[src/rtl/mainmenu_select_ctrl.sv]
// mainmenu_select_ctrl: debounced five-button cursor over the main-menu options with a one-cycle start strobe
module mainmenu_select_ctrl #(
  parameter int DEBOUNCE_CYCLES = 500000,
  parameter int CNT_W = 19
) (
  input  logic        clock,
  input  logic        reset,
  input  logic        btn_up,
  input  logic        btn_down,
  input  logic        btn_left,
  input  logic        btn_right,
  input  logic        btn_select,
  input  logic        menu_active,
  output logic [2:0]  menu_sel,
  output logic [28:0] metadata,
  output logic        start_pulse,
  output logic [2:0]  start_mode
);
  typedef enum logic [1:0] {S_OFF, S_BROWSE, S_START, S_LAUNCHED} state_t;
  state_t state_q;
  logic [4:0] raw, sync1_q, sync2_q, lvl_q, prev_q, rise;
  logic [CNT_W-1:0] cnt_q [5];
  logic [2:0] sel_q, sel_d, mode_q, up_s, down_s, left_s, right_s;
  logic pulse_q;
  // bit order: 0=up 1=down 2=left 3=right 4=select
  assign raw = {btn_select, btn_right, btn_left, btn_down, btn_up};
  assign rise = lvl_q & ~prev_q;
  always_ff @(posedge clock) begin
    if (reset) begin
      sync1_q <= '0;
      sync2_q <= '0;
      lvl_q <= '0;
      prev_q <= '0;
      for (int i = 0; i < 5; i++) cnt_q[i] <= '0;
    end else begin
      sync1_q <= raw;
      sync2_q <= sync1_q;
      prev_q <= lvl_q;
      for (int i = 0; i < 5; i++) begin
        if (sync2_q[i] == lvl_q[i]) cnt_q[i] <= '0;
        else if (cnt_q[i] == CNT_W'(DEBOUNCE_CYCLES - 1)) begin
          lvl_q[i] <= ~lvl_q[i];
          cnt_q[i] <= '0;
        end else cnt_q[i] <= cnt_q[i] + 1'b1;
      end
    end
  end
  // left column is 0..2, right column is 3..4; moves saturate at the edges
  always_comb begin
    up_s = (sel_q == 3'd0 || sel_q == 3'd3) ? sel_q : sel_q - 3'd1;
    down_s = (sel_q == 3'd0 || sel_q == 3'd1 || sel_q == 3'd3) ? sel_q + 3'd1 : sel_q;
    left_s = (sel_q >= 3'd3) ? sel_q - 3'd3 : sel_q;
    right_s = (sel_q == 3'd0) ? 3'd3 : (sel_q == 3'd1 || sel_q == 3'd2) ? 3'd4 : sel_q;
    sel_d = rise[0] ? up_s : rise[1] ? down_s : rise[2] ? left_s : rise[3] ? right_s : sel_q;
  end
  always_ff @(posedge clock) begin
    if (reset) begin
      state_q <= S_OFF;
      sel_q <= '0;
      mode_q <= '0;
      pulse_q <= 1'b0;
    end else begin
      pulse_q <= 1'b0;
      case (state_q)
        S_OFF: begin
          sel_q <= '0;
          if (menu_active) state_q <= S_BROWSE;
        end
        S_BROWSE: begin
          if (!menu_active) begin
            state_q <= S_OFF;
            sel_q <= '0;
          end else if (rise[4]) begin
            mode_q <= sel_q;
            pulse_q <= 1'b1;
            state_q <= S_START;
          end else sel_q <= sel_d;
        end
        S_START: state_q <= S_LAUNCHED;
        S_LAUNCHED: begin
          if (!menu_active) begin
            state_q <= S_OFF;
            sel_q <= '0;
          end
        end
        default: state_q <= S_OFF;
      endcase
    end
  end
  assign menu_sel = sel_q;
  assign metadata = {sel_q, 26'd0};
  assign start_pulse = pulse_q;
  assign start_mode = mode_q;
endmodule
[config.mk]
export PLATFORM = sky130hd
export DESIGN_NAME = mainmenu_select_ctrl
export DESIGN_NICKNAME = d
export VERILOG_FILES = /design/src/rtl/mainmenu_select_ctrl.sv
export SDC_FILE = /design/constraint.sdc
export NUM_CORES = 1
export LEC_CHECK = 0
export ABC_AREA = 1
export CAP_MARGIN = 10
export CORE_ASPECT_RATIO = 1.2
export CORE_MARGIN = 8
export CORE_UTILIZATION = 60
export CTS_CLUSTER_DIAMETER = 200
export CTS_CLUSTER_SIZE = 14
export DETAILED_ROUTE_END_ITERATION = 6
export HOLD_SLACK_MARGIN = 0.05
export PLACE_DENSITY = 0.8
export SLEW_MARGIN = 30
export SYNTH_ARGS = -nofsm -noshare
export SYNTH_HDL_FRONTEND = slang
export SYNTH_SLANG_ARGS = --single-unit
[constraint.sdc]
create_clock -name clock -period 2.35 [get_ports clock]
set_input_delay 0.47 -clock clock [delete_from_list [all_inputs] [get_ports clock]]
set_output_delay 0.47 -clock clock [all_outputs]
set_load 0.1 [all_outputs]
# Yosys cells after proc, flatten, opt, wreduce, memory -nomap -nowiden
# Memories as Yosys holds them, arrays and structs flattened.
# Index checks and enable logic that the tools add are counted.
# W data, S select, Z words.
totals:
  memories: 1
  output_inout_bits: 36
  register_bits: 29
  mem_bits_rw: 95
memory_table:
  columns: ["memory", "depth", "word_bits", "rd", "rd_clocked_by_memory_dff", "write_ports", "line", "source"]
  rows:
  - ["cnt_q", 5, 19, 5, 0, 5, "22", "logic [CNT_W-1:0] cnt_q [5];"]
classes:
  bitwise: 29
  addsub: 8
  eq_ne: 25
  n_lt_le_gt_ge: 1
  mux: 91
  n_reduce_logical: 16
op_table:
  columns: ["op", "count"]
  rows:
  - ["$mux W19", 15]
  - ["$add A19 B1 Y19 const B", 5]
  - ["$eq A19 B19 Y1 const B", 5]
  - ["$mux W1", 58]
  - ["$mux W3", 12]
  - ["$or A1 B1 Y1", 15]
  - ["$ne A6 B6 Y1 const B", 2]
  - ["$not A1 Y1", 12]
  - ["$reduce_and A2 Y1", 5]
  - ["$pmux W3 S3", 1]
  - ["$mux W2", 4]
  - ["$pmux W2 S4", 1]
  - ["$reduce_and A8 Y1", 1]
  - ["$ne A7 B7 Y1 const B", 1]
  - ["$eq A3 B2 Y1 const B", 2]
  - ["$ne A3 B3 Y1 const B", 2]
  - ["$reduce_and A3 Y1", 2]
  - ["$and A5 B5 Y5", 1]
  - ["$eq A1 B1 Y1", 5]
  - ["$ne A5 B5 Y1 const B", 1]
  - ["$not A5 Y5", 1]
  - ["$eq A2 B2 Y1 const B", 2]
  - ["$logic_or A1 B1 Y1", 4]
  - ["$ne A2 B2 Y1 const B", 2]
  - ["11 further kinds", 11]

# Logic depth before layout (Yosys ltp)
# Gate-level depths: netlist of the first run.
logic_depth:
  depth_word: 11
  mapped_depth: 12

# Least setup slack after synthesis of the first run
# OpenSTA, ideal clock, no wires.
synth_path:
  kind: "register to register"
  startpoint: "register sel_q[0] (netlist: menu_sel[0])"
  endpoint: "register sel_q[2] (netlist: menu_sel[2])"
  stages_incl_launch_ff: 9
  slack_ns: 0.082
  synth_period_minus_slack_ns: 2.268
  arrival_ns: 2.155
  setup_time_ns: 0.113
  path_cell_list: "dfxtp_1 > inv_1 > ha_1 > a21oi_1 > nor2_1 > nor2_1 > nand3_2 > nor2_1 > nor2_1"
synth_via:
  elab_chain_cells: 9
  elab_cells_between_ends: 28
  classes_between: "add/sub (3); order compare (1); eq/ne (7); mux (11); reduce/logical (6)"
synth_rtl:
  columns: ["item", "line", "source"]
  rows:
  - ["start, declared", "23", "logic [2:0] sel_q, sel_d, mode_q, up_s, down_s, left_s, right_s;"]
  - ["start signal, assigned", "77", "end else sel_q <= sel_d;"]
  - ["parallel branches: the longest is 9 deep, another holds $sub A3 B2 Y3", null, null]
# Several ways; the timed one is not identified. The select of a mux whose other input is x is not followed.
# A chain may end at the register's enable or synchronous reset.

==> impl_metrics.yaml, run 1 <==
yosys:
  ys_top_cells_by_area: "edfxtp_1 39%, nand2_1 8.2%, dfxtp_1 7.9%"
  ys_ff_latch: 124
  ys.flop_type: "edfxtp_1"
  synth_top_cell_by_area: "edfxtp_1"
  ys_warn_count: 0
  postSynthAreaPerCell_um2: 8.22
  yosysUniqueCellTypes: 40
  yosys-top-cells-count: "160 x nand2_1, 149 x nor2_1, 111 x inv_1"
  ys_seq_area_share_pct: 47.0
  synth.most_common_cell: "nand2_1"
  synth-edff-count: 95
  netlist_area_um2: 7310
  synth_top_area_share_pct: 39.0
  synth-async-reset-ratio_pct: 0
  postSynthCellCount: 889
clock_network:
  tritoncts: "yes"
  post-cts-setup-buffer-count: 0
  ctsResizeCount: 0
  ctsHoldBuffers: 0
  insertion_delay_ps: 410
  path_clk_slew_ps: 50
  h-tree-depth: 4
  cts-root-buf: "clkbuf_16"
  cts_buffers: 17
  clkSinkCount: 124
  clock_path_buffers: 2
floorplanning:
  core_area_um2: 12000
  die_area_um2: 16000
  ios: 44
  die_h_um: 137
  rows: 44
  dieWidth_um: 117
  start_util_pct: 60.9
grt:
  grt_pass1_wl_um: 23400
  overflow: 0
  grt_max_degree: 20
  antenna_found_initial: 1
  grtUsageTotal_pct: 18.4
  first_global_vias: 5494
routing:
  wl_met2_um: 6930
  routed_wl_um: 13500
  viasPerCell: 4.78
  firstDrtPassIters: 5
  dr.first_iter.drc_count: 275
  top_layer: "met4"
  drcViolationCount: 0
  vias: 5672
  met3_length_um: 472
  wl_met1_um: 5840
  wire_per_inst_um: 11.4
  final_antenna_net_count: 0
place:
  hpwl_um: 9940
  gp_congestion: 0.883
  io_buffers: 17
  placed_area_um2: 7870
timing:
  rsz0062_at_grt: "no"
  whs_ps: 401
  hold_violations: 0
  fin_crit_sh_pct: 85.0
  slew_headroom_pct: 61.8
  fin_setup_tns_ps: 0
  drv_slew: 0
  fmax_mhz: 501
  layout_min_cycle_time_ps: 2000
  finClkSkew_ps: 5.69
  setup_viol: 0
  tightest_slew_ps: 571
setup_path:
  crit_top_cell: "inv_2"
  worstSetupPathType: "flop to flop"
  critPathSlowestCell: "o21ai_4"
  slowest_delay_ps: 490
  crit_chain: "ha_1 -> nand2_1 -> inv_2 -> nand2_2 -> clkinv_1 -> nand3_2 -> o21ai_4 -> inv_2 -> nand3_1 -> inv_1"
  critical_path_peak_fanout: 17
  arrival_ps: 2170
  critical_path_buf_inv_count: 4
  endpoint_kind: "flop"
  critPathRequiredTime_ps: 2520
  r2r_slack_ps: 350
  cp-start-kind: "flop"
  cp_top_family: "compound AO/OA/AOI/OAI gates"
power_and_ir_drop:
  power_density_nw_per_um2: 668
  p_comb_share_pct: 8.4
  power_frac_clock_pct: 47.0
  switching_share_pct: 23.9
  power.leakage_nw: 3.61
  p_seq_share_pct: 44.6
  intPower_mw: 4.30
  ir_drop_v: 0.000451
  p_sw_mw: 1.35
  power_mw: 5.66
layout:
  final_nets: 1031
  drive_gt1_share_pct: 10.3
  design_area_um2: 8470
  syn_to_final_growth_pct: 16.0
run:
  cap_violations: 0
min_path:
  min-delay-path-class: "flop to flop"
status:
  status: "completed"
-- per-stage QoR --
step / util, % / instances / setup WS [ps]
after floorplan: - / 1008 / 81.9
after global placement: 65.6 / 1153 / 389
after detailed placement: 65.6 / 1153 / 335
after CTS: 70.6 / 1185 / 313
after global routing: 70.6 / 1186 / 163
final: 70.6 / 1186 / 353
-- placed cells by master (no fill, tap or decap), drive strengths merged --
| master | count |
|---|---|
| edfxtp | 95 |
| diode | 1 |
| nand3b | 5 |
| conb | 121 |
| nand4 | 21 |
| a311oi | 1 |
| nand3 | 60 |
| a21oi | 37 |
| or2 | 10 |
| clkbuf | 24 |
| bufinv | 3 |
| clkdlybuf4s50 | 7 |
| dfxtp | 29 |
| ha | 12 |
| nor3 | 54 |
| xor2 | 27 |
| o21ai | 22 |
| nor2 | 162 |
| inv | 122 |
| nor4 | 2 |
| nand2 | 171 |
| xnor2 | 9 |
| buf | 16 |
| clkinv | 6 |
| nor3b | 4 |
| and2 | 1 |
| o21bai | 3 |
-- cell type report --
| cell class | count | area (um2) |
|---|---|---|
| Sequential cell | 124 | 3430 |
| Antenna cell | 1 | 2.50 |
| Clock inverter | 8 | 113 |
| Inverter | 123 | 462 |
| Timing Repair Buffer | 23 | 203 |
| Clock buffer | 24 | 492 |
| Fill cell | 991 | 3530 |
| Tap cell | 161 | 201 |
| Multi-Input combinational cell | 722 | 3570 |
-- power groups by stage --
| stage | Sequential [mW] | Clock, mW | Combinational, mW |
|---|---|---|---|
| floorplan | 2.56 | 0 | 0.433 |
| global placement | 2.56 | 0 | 0.461 |
| detailed placement | 2.57 | 0 | 0.466 |
| CTS | 2.52 | 2.70 | 0.469 |
| global route | 2.54 | 2.81 | 0.518 |
| finish | 2.52 | 2.66 | 0.474 |
-- state kept, by name, indices dropped and copies added, names as in the netlist, named ones only --
name and cells:
sync1_q 5, sync2_q 5, prev_q 5, state_q 1, lvl_q 5, start_mode 3
start_pulse 1, menu_sel 3, cnt_q 95
-- worst register-to-register path: stages (launching register included) --
cell	delay, ps
edfxtp_1	420
ha_1	230
nand2_1	80
inv_2	60
nand2_2	60
clkinv_1	70
nand3_2	110
o21ai_4	490
inv_2	90
nand3_1	100
inv_1	40
-- path summary, 6_finish.rpt --
| kind | start | end | cells past startpoint |
|---|---|---|---|
| setup / recovery | cnt_q[1][0]$_SDFFCE_PN0P_ | cnt_q[1][15]$_SDFFCE_PN0P_ | 10 |
| hold / removal | sync1_q[3]$_SDFF_PP0_ | sync2_q[3]$_SDFF_PP0_ | 2 |
| setup reg to reg | cnt_q[1][0]$_SDFFCE_PN0P_ | cnt_q[1][15]$_SDFFCE_PN0P_ | 10 |
| hold reg to reg | sync1_q[3]$_SDFF_PP0_ | sync2_q[3]$_SDFF_PP0_ | 2 |
-- logic make-up (layout without fill, tap and decap cells) --
logic type / Yosys count / count (layout) / synth area share (%)
simple gates: 490 / 490 / 31.5
buf+inv: 162 / 178 / 10.3
flops: 124 / 124 / 47.0
compound gates: 63 / 63 / 4.78
xor+xnor: 36 / 36 / 4.32
fa+ha+maj: 12 / 12 / 2.05
other cells: 2 / 122 / 0.103
-- routing by layer --
layer / track usage (%) / vias to the layer above
met3: 4.02 / 19
met1: 20.4 / 2567
met4: 8.48 / 0
met5: 0 / -
li1: - / 2997
met2: 32.7 / 89
No activity file was read; power rests on OpenSTA's default activity.
==> inputs of run 2 (changes only) <==
- clock period: 2.35 -> 2 ns (I/O delays scaled with it)
==> impl_metrics.yaml, run 2 (same netlist as run 1, synthesis figures left out) <==
status:
  status: "completed"
layout:
  regMostFlops: "cnt_q"
  final_nets: 1045
  final_cell_mix: "160 x nand2_1, 149 x nor2_1, 121 x conb_1, 111 x inv_1, 95 x edfxtp_1"
  final.fill_count: 975
  finalNonFillerCells: 1199
  drive_gt1_share_pct: 11.7
  n_antenna_cell: 0
  syn_to_final_growth_pct: 16.9
  largest_reg_flops: 95
  utilization_pct: 71.2
  layout_commonest_cell: "nand2_1"
grt:
  grt_pass1_wl_um: 24200
  antenna_found_initial: 0
  grt_use_met2_pct: 33.2
  use_met1_pct: 21.2
  grt_max_degree: 20
  grt_util_met3_pct: 4.33
  busiest_layer: "met2"
  overflow: 0
  first_global_vias: 5706
  grtUsageTotal_pct: 19.0
setup_path:
  cp-start-kind: "flop"
  r2r-end: "cnt_q[4][11]$_SDFFCE_PN0P_"
  critical_path_buf_inv_count: 2
  slowest_delay_ps: 380
  r2r_cells: 9
  critical_path_peak_fanout: 7
  reg2reg_from: "cnt_q[4][1]$_SDFFCE_PN0P_"
  r2r_slack_ps: 190
  worstSetupPathType: "flop to flop"
  arrival_ps: 1980
  critPathSlowestCell: "edfxtp_1"
  critPathRequiredTime_ps: 2160
  cp_top_family: "simple AND/OR/NAND/NOR gates"
  endpoint_kind: "flop"
  crit_chain: "ha_1 -> nand2_1 -> inv_2 -> nand2_2 -> nor2_1 -> nand3_1 -> nand3_2 -> buf_4 -> nor3_1"
clock_network:
  cts_buffers: 17
  insertion_delay_ps: 420
  cts-root-buf: "clkbuf_16"
  clkSinkCount: 124
  clock_path_buffers: 2
  tritoncts: "yes"
  path_clk_slew_ps: 60
  h-tree-depth: 4
place:
  gp_congestion: 0.896
  io_buffers: 17
  hpwl_um: 10300
  dp_slack_ps: 33.2
  dp.cells: 1164
power_and_ir_drop:
  ir_drop_v: 0.000573
  power_density_nw_per_um2: 753
  power.leakage_nw: 3.66
timing:
  finClkSkew_ps: 10.9
  layout_min_cycle_time_ps: 1810
  hold_violations: 0
  fin_setup_tns_ps: 0
  rsz0062_at_grt: "no"
  setup_viol: 0
  fin_crit_sh_pct: 90.5
  drv_slew: 0
  setup_ws_ps: 189
  fmax_mhz: 552
  whs_ps: 397
floorplanning:
  core_area_um2: 12000
  rows: 44
  die_h_um: 137
  start_util_pct: 60.9
  ios: 44
  dieWidth_um: 117
  die_area_um2: 16000
run:
  cap_violations: 0
routing:
  dr.first_iter.drc_count: 318
  viasPerCell: 4.82
  drcViolationCount: 0
  vias: 5784
  routed_wl_um: 14000
  final_antenna_net_count: 0
  wire_per_inst_um: 11.7
  firstDrtPassIters: 5
min_path:
  min_to: "sync2_q[0]$_SDFF_PP0_"
  min-delay-path-class: "flop to flop"
  hp-start: "sync1_q[0]$_SDFF_PP0_"
  holdPathStages: 2
[run 2: through the flow]
stage / power (mW) / cell area [um2]
final: 6.43 / 8540
after global routing: 6.67 / 8540
after CTS: 6.45 / 8540
after detailed placement: 3.58 / 7950
after global placement: 3.57 / 7950
after floorplan: 3.52 / 7760
[run 2: cell type report]
type                            instances  area, um2  area share [%]
Multi-Input combinational cell        722       3570            41.8
Inverter                              123        462            5.41
Sequential cell                       124       3440            40.2
Clock buffer                           22        454            5.32
Clock inverter                         10       97.6            1.14
Timing Repair Buffer                   37        320            3.75
Tap cell                              161        201            2.36
[run 2: worst max path at each step]
stage	startpoint	cells after the start	slack, ps	to
floorplan	menu_sel[0]$_SDFFE_PP0P_	8	140	menu_sel[2]$_SDFFE_PP0P_
global placement	cnt_q[1][1]$_SDFFCE_PN0P_	10	140	cnt_q[1][15]$_SDFFCE_PN0P_
detailed placement	cnt_q[1][1]$_SDFFCE_PN0P_	10	30	cnt_q[1][15]$_SDFFCE_PN0P_
CTS	cnt_q[4][1]$_SDFFCE_PN0P_	9	190	cnt_q[4][10]$_SDFFCE_PN0P_
global route	cnt_q[3][10]$_SDFFCE_PN0P_	8	7	cnt_q[3][15]$_SDFFCE_PN0P_
finish	cnt_q[4][1]$_SDFFCE_PN0P_	9	190	cnt_q[4][11]$_SDFFCE_PN0P_
[run 2: repair_timing]
item,4_1_cts,5_1_grt
resized for setup,0,0
buffers inserted,3,0
setup endpoints to repair,2,0
hold buffers,0,0
[run 2: worst register-to-register path, stage by stage, from the launching register on]
cell and delay, ps:
edfxtp_1 380, ha_1 280, nand2_1 90, inv_2 80
nand2_2 70, nor2_1 110, nand3_1 140, nand3_2 180
buf_4 190, nor3_1 50
[run 2: power breakdown]
group          switching (mW)  internal, mW
sequential             0.0932          2.87
combinational           0.460         0.122
clock                    1.05          1.84
total                    1.60          4.83
[run 2: metal layers]
metal  wire, um  share of wire, %
met4        391               2.8
met1       5910                42
met2       7180                51
met3        554               3.9
met5          0                 0
==> inputs of run 3 (changes only) <==
- ABC_CLOCK_PERIOD_IN_PS: default -> 2000
- CORE_MARGIN: 8 -> 3
- MAX_ROUTING_LAYER: default -> met4
==> impl_metrics.yaml, run 3 (same netlist as run 1, synthesis figures left out) <==
power_and_ir_drop:
  power.leakage_nw: 3.67
  ir_drop_v: 0.000570
  intPower_mw: 4.90
  power_frac_clock_pct: 45.5
  power_mw: 6.50
  p_seq_share_pct: 45.6
  power_density_nw_per_um2: 760
  switching_share_pct: 24.5
  p_comb_share_pct: 8.9
  p_sw_mw: 1.59
grt:
  grtUsageTotal_pct: 22.4
  antenna_found_initial: 0
  grt_pass1_wl_um: 24000
  first_global_vias: 5728
  grt_max_degree: 20
  overflow: 0
timing:
  fin_setup_tns_ps: 0
  fmax_mhz: 550
  setup_viol: 0
  hold_violations: 0
  fin_crit_sh_pct: 90.9
  drv_slew: 0
  setup_ws_ps: 181
  layout_min_cycle_time_ps: 1820
  finClkSkew_ps: 8.47
  rsz0062_at_grt: "no"
place:
  gp_congestion: 0.913
  hpwl_um: 9990
  io_buffers: 17
  dp_slack_ps: 82.8
floorplanning:
  die_h_um: 127
  start_util_pct: 62.3
  ios: 44
  dieWidth_um: 107
  core_area_um2: 11700
  rows: 43
  die_area_um2: 13500
clock_network:
  cts-root-buf: "clkbuf_16"
  clock_path_buffers: 2
  path_clk_slew_ps: 50
  clkSinkCount: 124
  tritoncts: "yes"
  h-tree-depth: 4
  ctsHoldBuffers: 0
  post-cts-setup-buffer-count: 0
  insertion_delay_ps: 410
  cts_buffers: 17
  ctsResizeCount: 0
layout:
  final_nets: 1043
  drive_gt1_share_pct: 11.6
  layout_commonest_cell: "nand2_1"
  utilization_pct: 72.9
  final_cell_mix: "160 x nand2_1, 149 x nor2_1, 121 x conb_1, 111 x inv_1, 95 x edfxtp_1"
  n_antenna_cell: 0
  syn_to_final_growth_pct: 17.0
  final.fill_count: 931
  largest_reg_flops: 95
  regMostFlops: "cnt_q"
routing:
  dr.first_iter.drc_count: 352
  drcViolationCount: 0
  wl_met2_um: 7090
  met3_length_um: 542
  viasPerCell: 4.93
  final_antenna_net_count: 0
  firstDrtPassIters: 5
  wl_met1_um: 5930
  routed_wl_um: 13800
  top_layer: "met4"
  vias: 5878
  wire_per_inst_um: 11.6
setup_path:
  slowest_delay_ps: 450
  cp-start-kind: "flop"
  crit_start: "cnt_q[4][0]$_SDFFCE_PN0P_"
  worstSetupPathType: "flop to flop"
  arrival_ps: 2080
  crit_chain: "ha_1 -> nand2_1 -> inv_2 -> nand2_2 -> nor2_1 -> nand3_1 -> nand3_2 -> buf_12 -> a21oi_1"
  critPathRequiredTime_ps: 2260
  reg2reg_from: "cnt_q[4][0]$_SDFFCE_PN0P_"
  cp_top_family: "simple AND/OR/NAND/NOR gates"
  critical_path_buf_inv_count: 2
  critPathSlowestCell: "edfxtp_1"
  critical_path_peak_fanout: 10
  endpoint_kind: "flop"
min_path:
  min-delay-path-class: "flop to flop"
  hp-start: "sync1_q[3]$_SDFF_PP0_"
run:
  cap_violations: 0
status:
  status: "completed"
## run 3: power by group through the flow
stage,clock [mW],sequential [mW],combinational (mW)
6_report,2.96,2.96,0.576
5_1_grt,3.11,2.98,0.629
4_1_cts,3.00,2.96,0.566
3_5_place_dp,0,3.02,0.560
3_3_place_gp,0,3.01,0.553
2_1_floorplan,0,3.01,0.509
## run 3: per-stage QoR
stage               cells  instance area [um2]  hold WS, ps
floorplan            1008                 7760          388
global placement     1158                 7930          389
detailed placement   1158                 7930          392
CTS                  1190                 8510          400
global route         1193                 8550          422
finish               1193                 8550          398
## run 3: final timing paths
kind	cells past startpoint	slack, ps	endpoint
setup / recovery	9	180	cnt_q[4][12]$_SDFFCE_PN0P_
hold / removal	2	400	sync2_q[3]$_SDFF_PP0_
setup reg to reg	9	180	cnt_q[4][12]$_SDFFCE_PN0P_
hold reg to reg	2	400	sync2_q[3]$_SDFF_PP0_
## run 3: per-layer routing
layer	vias to the layer above	track usage (%)
li1	3024	-
met4	0	9.03
met3	23	4.58
met5	-	-
met2	119	38.5
met1	2712	25.5
## run 3: layout make-up
| class | count | area [um2] | share of cell area (%) |
|---|---|---|---|
| clock buffer | 26 | 522 | 6.11 |
| timing repair buffer | 35 | 305 | 3.57 |
| sequential | 124 | 3440 | 40.2 |
| clock inverter | 6 | 55.1 | 0.644 |
| tap | 157 | 196 | 2.30 |
| multi-input combinational | 722 | 3570 | 41.8 |
| inverter | 123 | 462 | 5.40 |
## run 3: worst min-delay path, delay by kind of cell, from the launching register on
| family | cells | cell delay, ps |
|---|---|---|
| simple gates | 1 | 30 |
| buf+inv | 1 | 40 |
| flops | 1 | 290 |
